**config.mk**
```make
export PLATFORM = sky130hd
export DESIGN_NAME = ascii_uart_tx
export DESIGN_NICKNAME = d
export VERILOG_FILES = /design/src/rtl/ascii_uart_tx.sv
export SDC_FILE = /design/constraint.sdc
export NUM_CORES = 1
export LEC_CHECK = 0
export ABC_AREA = 1
export BUFFER_PORTS_ARGS = -buffer_cell sky130_fd_sc_hd__buf_2
export CAP_MARGIN = 0
export CORE_MARGIN = 10
export CORE_UTILIZATION = 28
export CTS_BUF_LIST = sky130_fd_sc_hd__clkbuf_4 sky130_fd_sc_hd__clkbuf_8
export CTS_CLUSTER_DIAMETER = 100
export CTS_CLUSTER_SIZE = 8
export DETAILED_ROUTE_END_ITERATION = 16
export HOLD_SLACK_MARGIN = 0.03
export PLACE_DENSITY_LB_ADDON = 0.12
export SYNTH_ARGS = -nofsm -noshare
export SYNTH_HDL_FRONTEND = slang
export SYNTH_SLANG_ARGS = --single-unit
```
**constraint.sdc**
```tcl
create_clock -name clk -period 2.95 [get_ports clk]
set_input_delay 0.4425 -clock clk [delete_from_list [all_inputs] [get_ports clk]]
set_output_delay 0.4425 -clock clk [all_outputs]
set_load 0.01 [all_outputs]
```
**src/rtl/ascii_uart_tx.sv**
```systemverilog
// ascii_uart_tx: FIFO-buffered 8N1 UART transmitter for the ASCII status line.
// Define ASCII_UART_TX_PARITY_EN to insert an even-parity bit before the stop bit.
module ascii_uart_tx #(
  parameter int DATA_WIDTH = 8,
  parameter int ADDR_WIDTH = 4,
  parameter int CLK_FREQ   = 100_000_000,
  parameter int BAUD       = 9600
) (
  input  logic                  clk,
  input  logic                  rst,
  input  logic                  i_push,
  input  logic [DATA_WIDTH-1:0] i_data,
  output logic                  o_tx,
  output logic                  o_full,
  output logic                  o_empty,
  output logic                  o_busy,
  output logic                  o_overflow
);
  localparam int DIV   = CLK_FREQ / BAUD;
  localparam int DEPTH = 2 ** ADDR_WIDTH;
  localparam int CW    = DIV > 1 ? $clog2(DIV) : 1;
  localparam int BW    = DATA_WIDTH > 1 ? $clog2(DATA_WIDTH) : 1;
  localparam int NW    = ADDR_WIDTH + 1;
  typedef enum logic [2:0] {
    IDLE, START, DATA,
`ifdef ASCII_UART_TX_PARITY_EN
    PARITY,
`endif
    STOP
  } state_t;
  logic [DATA_WIDTH-1:0] mem_q [DEPTH];
  logic [ADDR_WIDTH-1:0] wr_ptr_q, wr_ptr_d, rd_ptr_q, rd_ptr_d;
  logic [NW-1:0]         count_q, count_d;
  logic [CW-1:0]         cnt_q, cnt_d;
  logic [BW-1:0]         bit_q, bit_d;
  logic [DATA_WIDTH-1:0] shift_q, shift_d;
  state_t                state_q, state_d;
  logic                  tx_q, tx_d, busy_q, busy_d, full_q, full_d;
  logic                  empty_q, empty_d, ovf_q, ovf_d;
  logic                  pop, wr, tick, last_bit;
`ifdef ASCII_UART_TX_PARITY_EN
  logic                  par_q, par_d;
`endif
  always_comb begin
    pop      = (state_q == IDLE) && (count_q != '0);
    // count MSB is set only when the FIFO holds exactly DEPTH entries
    wr       = i_push && (!count_q[ADDR_WIDTH] || pop);
    tick     = cnt_q == CW'(DIV - 1);
    last_bit = bit_q == BW'(DATA_WIDTH - 1);
    count_d  = count_q + NW'(wr) - NW'(pop);
    wr_ptr_d = wr_ptr_q + ADDR_WIDTH'(wr);
    rd_ptr_d = rd_ptr_q + ADDR_WIDTH'(pop);
    ovf_d    = ovf_q | (i_push & ~wr);
    cnt_d    = (state_q == IDLE || tick) ? '0 : cnt_q + CW'(1);
    state_d  = state_q;
    shift_d  = shift_q;
    bit_d    = bit_q;
`ifdef ASCII_UART_TX_PARITY_EN
    par_d    = pop ? ^mem_q[rd_ptr_q] : par_q;
`endif
    case (state_q)
      IDLE:  if (pop) begin
        state_d = START;
        shift_d = mem_q[rd_ptr_q];
        bit_d   = '0;
      end
      START: if (tick) state_d = DATA;
      DATA:  if (tick) begin
        shift_d = shift_q >> 1;
        bit_d   = bit_q + BW'(1);
`ifdef ASCII_UART_TX_PARITY_EN
        if (last_bit) state_d = PARITY;
`else
        if (last_bit) state_d = STOP;
`endif
      end
`ifdef ASCII_UART_TX_PARITY_EN
      PARITY: if (tick) state_d = STOP;
`endif
      STOP:  if (tick) state_d = IDLE;
      default: state_d = IDLE;
    endcase
    tx_d    = (state_d == START) ? 1'b0 :
              (state_d == DATA)  ? shift_d[0] :
`ifdef ASCII_UART_TX_PARITY_EN
              (state_d == PARITY) ? par_d :
`endif
              1'b1;
    busy_d  = state_d != IDLE;
    full_d  = count_d[ADDR_WIDTH];
    empty_d = count_d == '0;
  end
  always_ff @(posedge clk)
    if (wr) mem_q[wr_ptr_q] <= i_data;
  always_ff @(posedge clk) begin
    if (!rst) begin
      wr_ptr_q <= '0;
      rd_ptr_q <= '0;
      count_q  <= '0;
      cnt_q    <= '0;
      bit_q    <= '0;
      shift_q  <= '0;
      state_q  <= IDLE;
      tx_q     <= 1'b1;
      busy_q   <= 1'b0;
      full_q   <= 1'b0;
      empty_q  <= 1'b1;
      ovf_q    <= 1'b0;
`ifdef ASCII_UART_TX_PARITY_EN
      par_q    <= 1'b0;
`endif
    end else begin
      wr_ptr_q <= wr_ptr_d;
      rd_ptr_q <= rd_ptr_d;
      count_q  <= count_d;
      cnt_q    <= cnt_d;
      bit_q    <= bit_d;
      shift_q  <= shift_d;
      state_q  <= state_d;
      tx_q     <= tx_d;
      busy_q   <= busy_d;
      full_q   <= full_d;
      empty_q  <= empty_d;
      ovf_q    <= ovf_d;
`ifdef ASCII_UART_TX_PARITY_EN
      par_q    <= par_d;
`endif
    end
  end
  assign o_tx       = tx_q;
  assign o_busy     = busy_q;
  assign o_full     = full_q;
  assign o_empty    = empty_q;
  assign o_overflow = ovf_q;
endmodule

```
==> metrics.yaml <==
cts:
  insertion_delay_ps: 460
  clockRootBuffer: "clkbuf_8"
  clk_pin_slew_ps: 100
  tritoncts: "yes"
  ctsHoldBuffers: 0
  clockBufferDepth: 2
  h-tree-depth: 4
  numClockSinks: 173
  ctsResizeCount: 0
  cts_made_buffers: 17
  postCtsSetupRepairBufs: 0
pwr:
  leakage_nw: 3.298
  power_density_nw_per_um2: 726.1
  p_total_mw: 6.130
  vdd.ir_drop.worst_v: 0.0002945
worst_setup_path:
  crit_arrival_ps: 2900
  critPathRequiredTime_ps: 3260
  crit_type: "reg2reg"
  critPathCaptureType: "flop"
  crit_fanout: 10
  cp-start-kind: "flop"
global_routing:
  grt_max_degree: 79
  grt_util_all_layers_pct: 10.97
  gr-total-overflow: 0
  grt_pass1_vias: 5283
  antenna_found_initial: 0
  grt_pass1_wl_um: 28710
synth:
  yosys.area.top_type_share_pct: 50.56
  synth_area_um2: 7602
  synth_warnings: 0
  synth.ff_latch_count: 173
  synth.area.top_cells: "edfxtp_1 51%, dfxtp_1 12%, nand2_1 8.6%"
  ys_seq_area_share_pct: 62.41
  syn_area_per_cell_um2: 10.10
  synth_cell_types: 36
  synth_edf_count: 128
  synth_top_cell_by_area: "edfxtp_1"
  async_flop_share_pct: 0
  syn-instance-count: 753
  ys.flop_type: "edfxtp_1"
  synth_nets: 778
place:
  dp.cells: 1096
  dp_slack_ps: 355.1
  place.port_buffers: 15
  placed_cell_area_um2: 8046
  place.gp.congestion: 0.7780
  post-dp-hpwl_um: 11830
layout:
  fin_util_pct: 31.50
  stdcell_area_um2: 8443
  fin_cells: 1128
  multi_input_area_um2: 2335
  antenna_cells: 0
  nets: 799
  area_growth_pct: 11.06
  drive_above_1_share_pct: 13.47
  seq_area_um2: 4746
  num-fill-cells: 2760
detailed_routing:
  dr_total_vias: 5031
  drc: 0
  drt_iter0_drc: 364
  firstDrtPassIters: 5
  wl_per_cell_um: 15.78
  totalWireLength_um: 17800
  via_per_inst: 4.460
  drtAntennaViolNets: 0
floorplan:
  dieArea_um2: 34140
  pin_count: 16
  start_util_pct: 28.37
  die_y_um: 184.8
  die_w_um: 184.8
  core_um2: 26800
  rows: 60
sta:
  setup_viol: 0
  period_minus_slack_ps: 2589
  finalHoldViolations: 0
  drv_slew: 0
  fmaxAchievable_mhz: 386.3
  min_period_over_period_pct: 87.75
  rsz0062_at_grt: "false"
  fin_ws_ps: 361.4
  tns_ps: 0
  tightest_slew_ps: 758.5
  finalClockSkew_ps: 17.05
  whs_ps: 266.5
  slew_headroom_pct: 49.25
worst_hold_path:
  hold_class: "in2reg"
job:
  cap_violations: 0
run_status:
  status: "finished, final reports clean"
-- sequential cells by signal, indices dropped and copies added, names as in the netlist, 3 cells and up --
| name | cells |
|---|---|
| mem_q | 128 |
| shift_q | 8 |
| state_q | 3 |
| bit_q | 3 |
| count_q | 5 |
| wr_ptr_q | 4 |
| rd_ptr_q | 4 |
| cnt_q | 14 |
-- cell type report --
class	instances	area share (%)
Clock buffer	17	2.771
Sequential cell	173	56.21
Multi-Input combinational cell	465	27.65
Clock inverter	15	1.926
Tap cell	341	5.053
Timing Repair Buffer	30	2.519
Inverter	87	3.868
-- worst max-delay path: stages, from the launching register on --
cell	delay, ps
dfxtp_1	420
nor2_1	80
nand2_1	150
inv_2	60
nand2_2	110
inv_2	110
ha_1	290
inv_1	40
ha_1	190
fa_1	410
a21oi_1	160
nor2_1	60
nor2_1	110
xnor2_1	150
o21ai_0	120
-- placed cells by master, fill, tap and decap left out, drive strengths merged --
cell,n
o211ai,14
inv,93
xnor2,6
clkbuf,17
clkinvlp,1
xor2,4
fa,1
ha,13
nor3b,1
nand2,183
dfxtp,45
nand3,71
nor3,5
nor4,2
conb,1
nand3b,1
nand4,3
a21oi,15
or2,1
clkinv,8
nor2,101
o21ai,43
buf,30
edfxtp,128
-- logic make-up after synthesis --
logic type | Yosys count | synth area share (%)
AO/OA/AOI/OAI | 72 | 6.122
XOR/XNOR | 10 | 1.152
adder cells (fa/ha/maj) | 14 | 2.403
buffers and inverters | 115 | 6.880
flip-flops | 173 | 62.41
other | 1 | 0.04933
AND/OR/NAND/NOR | 368 | 20.98
-- metal layers --
layer | vias to the layer above | track usage, % | wire, µm
li1 | 2530 | - | -
met1 | 2439 | 13.34 | 8147
met2 | 53 | 19.26 | 9036
met3 | 9 | 2.175 | 441
met4 | 0 | 2.958 | 174
met5 | - | 0 | 0
-- Yosys cell counts (6+ instances only) --
cell type,n
inv_1,77
buf_6,8
o21ai_1,10
xnor2_1,6
buf_2,16
dfxtp_1,45
nand3_1,66
edfxtp_1,128
o211ai_2,11
ha_1,13
nor2_1,95
inv_2,9
nand2_1,175
nand2_2,8
o21ai_0,32
a21oi_1,14
-- worst paths after layout --
| kind | startpoint | slack (ps) | endpoint | cells after the start |
|---|---|---|---|---|
| worst max-delay path | state_q[2] | 360 | o_empty | 14 |
| worst min-delay path | i_push | 270 | o_overflow | 3 |
| worst max register to register | state_q[2] | 360 | o_empty | 14 |
| worst min register to register | o_overflow | 460 | o_overflow | 2 |
-- power breakdown --
group / internal (mW) / leakage (nW) / total (mW) / switching, mW
logic: 0.565 / 1.58 / 1.68 / 1.11
registers: 2.75 / 1.52 / 2.82 / 0.0706
clock network: 0.640 / 0.198 / 1.63 / 0.993
total: 3.95 / 3.30 / 6.13 / 2.18
Note: power is estimated with default switching activity, not from simulation.
